$ cat config.mk
export PLATFORM = sky130hd
export DESIGN_NAME = rptr_empty_fwft
export DESIGN_NICKNAME = d
export VERILOG_FILES = /design/src/rtl/async_fifo_pkg.sv /design/src/rtl/gray2bin.sv /design/src/rtl/rptr_empty_fwft.sv
export SDC_FILE = /design/constraint.sdc
export NUM_CORES = 1
export LEC_CHECK = 0
export ABC_AREA = 1
export CAP_MARGIN = 25
export CORE_ASPECT_RATIO = 0.9
export CORE_MARGIN = 3
export CORE_UTILIZATION = 45
export CTS_BUF_LIST = sky130_fd_sc_hd__clkbuf_2 sky130_fd_sc_hd__clkbuf_4 sky130_fd_sc_hd__clkbuf_8
export DETAILED_ROUTE_END_ITERATION = 7
export PLACE_DENSITY = 0.83
export SYNTH_ARGS = -nofsm -noshare
export SYNTH_HDL_FRONTEND = slang
export SYNTH_SLANG_ARGS = --single-unit
$ cat constraint.sdc
create_clock -name rclk -period 3.5 [get_ports rclk]
set_input_delay 0.7 -clock rclk [delete_from_list [all_inputs] [get_ports rclk]]
set_output_delay 0.7 -clock rclk [all_outputs]
set_load 0.01 [all_outputs]
$ cat src/rtl/async_fifo_pkg.sv
// Shared constants and helpers for the async FIFO pointer/flag blocks.
package async_fifo_pkg;

    // Output stage modes for the read-side pointer block.
    localparam int FIFO_STD  = 0;
    localparam int FIFO_FWFT = 1;

    // Pointer width (Gray or binary) for a given memory address width;
    // the extra MSB distinguishes full from empty on wrap.
    function automatic int ptr_width(input int addrsize);
        return addrsize + 1;
    endfunction

endpackage

$ cat src/rtl/gray2bin.sv
// Combinational Gray-to-binary converter (XOR prefix from the MSB down).
module gray2bin #(
    parameter int WIDTH = 5
) (
    input  logic [WIDTH-1:0] gray,
    output logic [WIDTH-1:0] bin
);

    // Each binary bit is the XOR of all Gray bits at and above it.
    always_comb begin
        bin = '0;
        for (int unsigned i = 0; i < WIDTH; i++) begin
            bin[i] = ^(gray >> i);
        end
    end

endmodule

$ cat src/rtl/rptr_empty_fwft.sv
// Read-domain pointer, empty/almost-empty/level/underflow flags, with an
// optional first-word-fall-through output register.
module rptr_empty_fwft
    import async_fifo_pkg::*;
#(
    parameter int ADDRSIZE = 4,
    parameter int DATASIZE = 8,
    parameter int FWFT     = FIFO_STD
) (
    input  logic                  rclk,
    input  logic                  rrst_n,
    input  logic                  rinc,
    input  logic [ADDRSIZE:0]     rq2_wptr,
    input  logic [ADDRSIZE:0]     raempty_thresh,
    input  logic                  runderflow_clr,
    input  logic [DATASIZE-1:0]   rmem_data,
    output logic [ADDRSIZE-1:0]   raddr,
    output logic [ADDRSIZE:0]     rptr,
    output logic [DATASIZE-1:0]   rdata,
    output logic                  rvalid,
    output logic                  rempty,
    output logic                  raempty,
    output logic [ADDRSIZE:0]     rlevel,
    output logic                  runderflow
);

    localparam int  PW      = ptr_width(ADDRSIZE);
    localparam bit  IS_FWFT = (FWFT == FIFO_FWFT);

    logic [PW-1:0]       rbin_q, rbin_d;
    logic [PW-1:0]       rptr_q, rptr_d;
    logic                mem_empty_q, mem_empty_d;
    logic                rvalid_q, rvalid_d;
    logic [DATASIZE-1:0] rdata_q, rdata_d;
    logic [PW-1:0]       rlevel_q, rlevel_d;
    logic                raempty_q, raempty_d;
    logic                runderflow_q, runderflow_d;

    logic [PW-1:0]       wbin_sync;
    logic                pop;
    logic                consumer_empty;

    gray2bin #(
        .WIDTH (PW)
    ) u_gray2bin (
        .gray (rq2_wptr),
        .bin  (wbin_sync)
    );

    // Next-state: pop decision, pointer advance, head register and flags.
    always_comb begin
        consumer_empty = IS_FWFT ? ~rvalid_q : mem_empty_q;

        // In FWFT mode the head register refills whenever it is empty or
        // being consumed, so one word per cycle is sustained.
        if (IS_FWFT) begin
            pop = ~mem_empty_q & (~rvalid_q | rinc);
        end else begin
            pop = rinc & ~mem_empty_q;
        end

        rbin_d      = rbin_q + PW'(pop);
        rptr_d      = (rbin_d >> 1) ^ rbin_d;
        mem_empty_d = (rptr_d == rq2_wptr);

        rvalid_d = rvalid_q;
        rdata_d  = rdata_q;
        if (IS_FWFT) begin
            if (pop) begin
                rdata_d  = rmem_data;
                rvalid_d = 1'b1;
            end else if (rinc && rvalid_q) begin
                rvalid_d = 1'b0;
            end
        end

        // The word held in the head register still counts as occupancy.
        rlevel_d  = wbin_sync - rbin_d + (IS_FWFT ? PW'(rvalid_d) : PW'(0));
        raempty_d = (rlevel_d <= raempty_thresh);

        // Set has priority over clear.
        runderflow_d = (rinc & consumer_empty) | (runderflow_q & ~runderflow_clr);
    end

    // State registers with asynchronous active-low reset.
    always_ff @(posedge rclk or negedge rrst_n) begin
        if (!rrst_n) begin
            rbin_q       <= '0;
            rptr_q       <= '0;
            mem_empty_q  <= 1'b1;
            rvalid_q     <= 1'b0;
            rdata_q      <= '0;
            rlevel_q     <= '0;
            raempty_q    <= 1'b1;
            runderflow_q <= 1'b0;
        end else begin
            rbin_q       <= rbin_d;
            rptr_q       <= rptr_d;
            mem_empty_q  <= mem_empty_d;
            rvalid_q     <= rvalid_d;
            rdata_q      <= rdata_d;
            rlevel_q     <= rlevel_d;
            raempty_q    <= raempty_d;
            runderflow_q <= runderflow_d;
        end
    end

    assign raddr      = rbin_q[ADDRSIZE-1:0];
    assign rptr       = rptr_q;
    assign rdata      = IS_FWFT ? rdata_q : rmem_data;
    assign rvalid     = IS_FWFT ? rvalid_q : ~mem_empty_q;
    assign rempty     = consumer_empty;
    assign raempty    = raempty_q;
    assign rlevel     = rlevel_q;
    assign runderflow = runderflow_q;

endmodule
==> results of run 1 <==
-- kinds of logic after synthesis --
family	after synthesis	share of synthesized area
DFF	17	0.354
adders and majority gates	11	0.120
and+or+nand+nor	65	0.264
buffers and inverters	34	0.130
AOI/OAI and AO/OA	9	0.0414
xor gates and xnor gates	10	0.0910
-- layer usage --
metal,global-route usage,vias to the layer above
li1,-,510
met1,0.231,504
met2,0.336,45
met3,0.0232,9
met4,0.0794,0
met5,0,-
-- flip-flops by register name, summed over array words and instances (netlist names) --
signal / count
rlevel: 5
raempty: 1
rbin_q: 5
runderflow: 1
rempty: 1
rptr: 4
-- cell type report --
cell class                 count  area, sq um  area share
clock inverter                 1         7.51     0.00485
sequential                    17          428       0.276
inverter                      26         97.6      0.0631
timing repair buffer          34          333       0.215
multi-input combinational     95          624       0.403
tap                           28         35.0      0.0226
clock buffer                   3         22.5      0.0146
-- stage by stage --
step	utilization	hold slack, ns	instances	power (mW)	cell area, sq um
after floorplan	-	0.404	146	0.988	1210
final	0.617	0.529	204	1.49	1550
after global routing	0.617	0.577	204	1.62	1550
after CTS	0.617	0.536	204	1.48	1550
after global placement	0.605	0.523	200	1.31	1520
after detailed placement	0.605	0.519	200	1.37	1520
-- how the worst max path moves through the flow --
stage / to / slack, ns
floorplan: raempty / 0.70
global placement: raempty / 0.11
detailed placement: raempty / -0.06
CTS: raempty / 0.27
global route: raempty / 0.14
finish: raempty / 0.25
-- where the power goes --
part           internal, mW  leakage (nW)  switching, mW  total, mW
sequential            0.303         0.199         0.0657      0.369
combinational         0.445         0.570          0.557       1.00
clock                0.0435        0.0139         0.0706      0.114
-- tightest hold or removal path, stage by stage (launching register included) --
cell and delay (ns):
dfrtp_1 0.39, inv_1 0.05, o22ai_1 0.06
-- placed cells by master, fill, tap and decap left out --
cell             Yosys  routed
a21oi_1              4       4
buf_4                8       3
clkbuf_4             0       3
clkdlybuf4s50_1      0      31
clkinvlp_4           0       1
dfrtp_1             15      15
dfstp_2              2       2
fa_1                 1       1
ha_1                10      10
inv_1               23      23
inv_2                3       3
nand2_1             31      31
nand2_2             11      11
nand3_1             13      13
nand3_2              3       3
nand4_1              3       3
nor2_1               2       2
nor2_2               2       2
o21ai_0              3       3
o221ai_1             1       1
o22ai_1              1       1
xnor2_1              2       2
xnor2_2              1       1
xor2_1               5       5
xor2_2               2       2
==> impl_metrics.toml, run 1 <==
[logic_synthesis]
ys_ff_latch = 17
synth.avg_cell_area_sq_um = 8.29
async_flop_share = 1.00
yosysTopAreaCell = "dfrtp_1"
ys_top_cells_by_count = "nand2_1 (31), inv_1 (23), dfrtp_1 (15), nand3_1 (13), nand2_2 (11)"
synth_area_leaders = "dfrtp_1 (31%), ha_1 (10%), nand2_1 (9.6%)"
yosysWarnings = 0
synth_edf_count = 0
syn_area_sq_mm = 0.00121
synth-seq-area-share = 0.354
synth_top_area_share = 0.310
synthFlopType = "dfrtp_1"
syn_inst = 146
syn_nets = 179
synth_cell_types = 22
post-synth-top-count-cell = "nand2_1"

[setup_path]
cp.arrival_ns = 3.48
crit_path_start_kind = "primary input"
cp.depth = 13
cp_max_fo = 2
cp_cell_sequence = "clkdlybuf4s50_1 -> xnor2_2 -> xor2_2 -> xor2_2 -> inv_2 -> ha_1 -> nand2_1 -> o21ai_0 -> xor2_1 -> ha_1 -> nand4_1 -> o221ai_1 -> o21ai_0"
cp-end-kind = "register"
cp_top_family = "XOR/XNOR gates"
cp_slowest_cell = "clkdlybuf4s50_1"
slowest_delay_ns = 0.47
cp.buffers_inverters = 2
worstPathRequired_ns = 3.73
r2r_end = "raempty"
r2r_slack_ns = 0.51
timing.rr.start = "rempty"
rr_worst_depth = 13
crit_start = "rq2_wptr[3]"
critPathKind = "primary input to register"

[sta]
timing.fmax_mhz = 308
slew_violations = 0
hold_violations = 0
fin_skew_ns = 0.00739
finalCritPeriodShare = 0.928
slew_headroom = 0.467
grt_setup_unrepaired = "false"
setup_tns_ns = 0
setup_viol = 0
timing.final.ws_setup_ns = 0.251
min_period_ns = 3.25
worst_slew_pin_slew_ns = 0.797

[clocking]
ctsHoldBuffers = 0
cts_setup_buffers = 0
htreeDepth = 1
cts_inserted_buffers = 3
clockRootBuffer = "clkbuf_4"
clock_latency_ns = 0.30
cts_buffer_depth = 2
path_clk_slew_ns = 0.12
post_cts_resize_count = 0
cts.sinks = 17
cts_tree = "built"

[pwr]
peakVddDrop_mv = 0.456
p_leak_nw = 0.783
powerDensity_mw_per_mm2 = 960

[route]
drt_iter0_drc = 48
wl_met2_um = 1400
dr.max_layer_used = "met4"
via_per_inst = 5.24
via_count = 1068
totalWireLength_um = 2820
drt-met1-wl_um = 1150
wl_met3_um = 198
drc_errors = 0
routedWlPerCell_um = 13.8
drtPass1Iterations = 4
ant_nets = 0

[global_routing]
grt_util_all_layers = 0.189
grt_pass1_vias = 1062
antenna_found_initial = 0
grt_pass1_wl_um = 4600
grt.overflow.total = 0
grt_max_degree = 18

[place]
hpwl_um = 2300
gp_congestion = 0.783
port_buffers = 31
pre_cts_slack_ns = -0.0581

[floorplanning]
boundaryPins = 48
chipHeight_um = 55.2
core_area_sq_mm = 0.00251
die_x_um = 60.7
std_cell_rows = 17
initial_core_util = 0.482
dieArea_sq_mm = 0.00335

[hold_path]
holdCritPathClass = "register to register"
worstHoldStart = "runderflow"
worstHoldPathCells = 2
hold_end = "runderflow"

[run_status]
status = "completed"

[layout]
nNetsFinal = 210
diodes = 0
fillers = 217
drive_gt1_frac = 0.176
area_growth_pct = 27.9

[run]
drv_cap = 0
Power figures use the tool's default switching activity.
==> run 2: changes to the inputs <==
--- a/config.mk
+++ b/config.mk
@@ -7,12 +7,13 @@
 export LEC_CHECK = 0
 export ABC_AREA = 1
 export CAP_MARGIN = 25
-export CORE_ASPECT_RATIO = 0.9
+export CORE_ASPECT_RATIO = 1.2
 export CORE_MARGIN = 3
 export CORE_UTILIZATION = 45
 export CTS_BUF_LIST = sky130_fd_sc_hd__clkbuf_2 sky130_fd_sc_hd__clkbuf_4 sky130_fd_sc_hd__clkbuf_8
 export DETAILED_ROUTE_END_ITERATION = 7
 export PLACE_DENSITY = 0.83
+export SETUP_SLACK_MARGIN = 0.5
 export SYNTH_ARGS = -nofsm -noshare
 export SYNTH_HDL_FRONTEND = slang
 export SYNTH_SLANG_ARGS = --single-unit
==> impl_metrics.toml, run 2 (synthesized netlist as in run 1, its figures left out) <==
[clocking]
ctsHoldBuffers = 0
cts.sinks = 17
clock_latency_ns = 0.29
cts_inserted_buffers = 3
cts_tree = "built"
path_clk_slew_ns = 0.11
cts_buffer_depth = 2
htreeDepth = 1
clockRootBuffer = "clkbuf_4"

[setup_path]
cp.arrival_ns = 3.15
crit_path_start_kind = "primary input"
cp_slowest_cell = "clkdlybuf4s50_1"
cp.depth = 13
cp.buffers_inverters = 3
cp-end-kind = "register"
cp_top_family = "XOR/XNOR gates"
rr_worst_depth = 13
worstPathRequired_ns = 3.73
critPathKind = "primary input to register"
cp_max_fo = 3
slowest_delay_ns = 0.53
cp_cell_sequence = "clkdlybuf4s50_1 -> inv_2 -> xor2_2 -> xor2_2 -> inv_2 -> ha_1 -> nand2_1 -> o21ai_2 -> xor2_1 -> ha_1 -> nand4_1 -> o221ai_1 -> o21ai_1"

[pwr]
finalPower_mw = 1.65
p_leak_nw = 0.839
powerDensity_mw_per_mm2 = 999
peakVddDrop_mv = 0.717

[floorplanning]
std_cell_rows = 19
initial_core_util = 0.499
die_x_um = 53.3
core_area_sq_mm = 0.00242
chipHeight_um = 62.8
dieArea_sq_mm = 0.00335
boundaryPins = 48

[global_routing]
grt_util_all_layers = 0.196
grt.overflow.total = 0
grt_pass1_vias = 1114
grt_pass1_wl_um = 4930
grt_max_degree = 18
antenna_found_initial = 0

[sta]
slew_headroom = 0.480
setup_viol = 0
fin_skew_ns = 0.00292
min_period_ns = 2.92
worst_slew_pin_slew_ns = 0.778
grt_setup_unrepaired = "false"
finalCritPeriodShare = 0.835
hold_violations = 0
timing.fmax_mhz = 342
hold-worst-slack_ns = 0.537
timing.final.ws_setup_ns = 0.576
slew_violations = 0

[route]
drc_errors = 0
routedWlPerCell_um = 13.9
via_per_inst = 4.99
ant_nets = 0
via_count = 1068
totalWireLength_um = 2960
drt_iter0_drc = 31
drtPass1Iterations = 5

[layout]
nNetsFinal = 217
drive_gt1_frac = 0.262
stdcell_count = 214
layout_commonest_cell = "nand2_1"
area_growth_pct = 36.2
diodes = 0
post-route-util = 0.680
mostFrequentLayoutCells = "nand2_1 (31), clkdlybuf4s50_1 (26), inv_1 (22)"

[run]
drv_cap = 0

[run_status]
status = "completed"

[hold_path]
worstHoldPathCells = 2
holdCritPathClass = "register to register"

[place]
dp.cells = 203
port_buffers = 31
hpwl_um = 2220
pre_cts_slack_ns = -0.0343
gp_congestion = 0.786
-- run 2: changes by cell type in the layout (fill, tap and decap cells not counted), sizes merged --
cell	before	now
buf	3	10
clkdlybuf4s50	31	26
dlygate4sd2	0	4
clkbuf	3	4
clkinvlp	1	0
dlymetal6s2s	0	1
-- run 2: power breakdown --
group	switching [mW]	total (mW)	internal (mW)
Combinational	0.609	1.16	0.554
Clock	0.0664	0.118	0.0521
Sequential	0.0619	0.365	0.303
Total	0.737	1.65	0.910
-- run 2: layer usage --
layer	vias to the layer above	GRT usage	share of wire
li1	523	-	-
met1	507	0.208	0.39
met2	31	0.357	0.54
met3	7	0.0239	0.048
met4	0	0.0958	0.021
met5	-	0	0
-- run 2: final timing paths --
| check | start | endpoint | slack (ns) |
|---|---|---|---|
| max | rq2_wptr[4] | raempty | 0.58 |
| min | runderflow | runderflow | 0.54 |
| max reg2reg | rempty | raempty | 0.80 |
| min reg2reg | runderflow | runderflow | 0.54 |
| max in group asynchronous | rrst_n | rlevel[3] | 2.17 |
| min in group asynchronous | rrst_n | rbin_q[1] | 0.85 |
-- run 2: worst reg2reg max path, delay by kind of cell (launching register included) --
family	cells	cell delay, ns
AOI/OAI and AO/OA	4	0.50
xor gates and xnor gates	1	0.18
adders and majority gates	3	0.95
buffers and inverters	3	0.24
DFF	1	0.56
and+or+nand+nor	2	0.21
-- run 2: layout make-up --
| type | instances | area (sq um) |
|---|---|---|
| timing repair buffer | 41 | 383 |
| clock buffer | 4 | 30.0 |
| multi-input combinational | 95 | 671 |
| tap | 31 | 38.8 |
| fill | 195 | 777 |
| sequential | 17 | 428 |
| inverter | 26 | 97.6 |
-- run 2: timing repair --
action                     in CTS  in global routing
setup endpoints to repair       1                  1
pin swaps                      12                  5
cloned                          0                  0
buffers inserted                2                  5
resized for setup              16                  2
-- run 2: metrics by stage --
stage	instance area [sq um]	setup TNS [ns]
floorplan	1210	0
global placement	1520	0
detailed placement	1520	-0.0343
global route	1650	0
CTS	1610	0
finish	1650	0
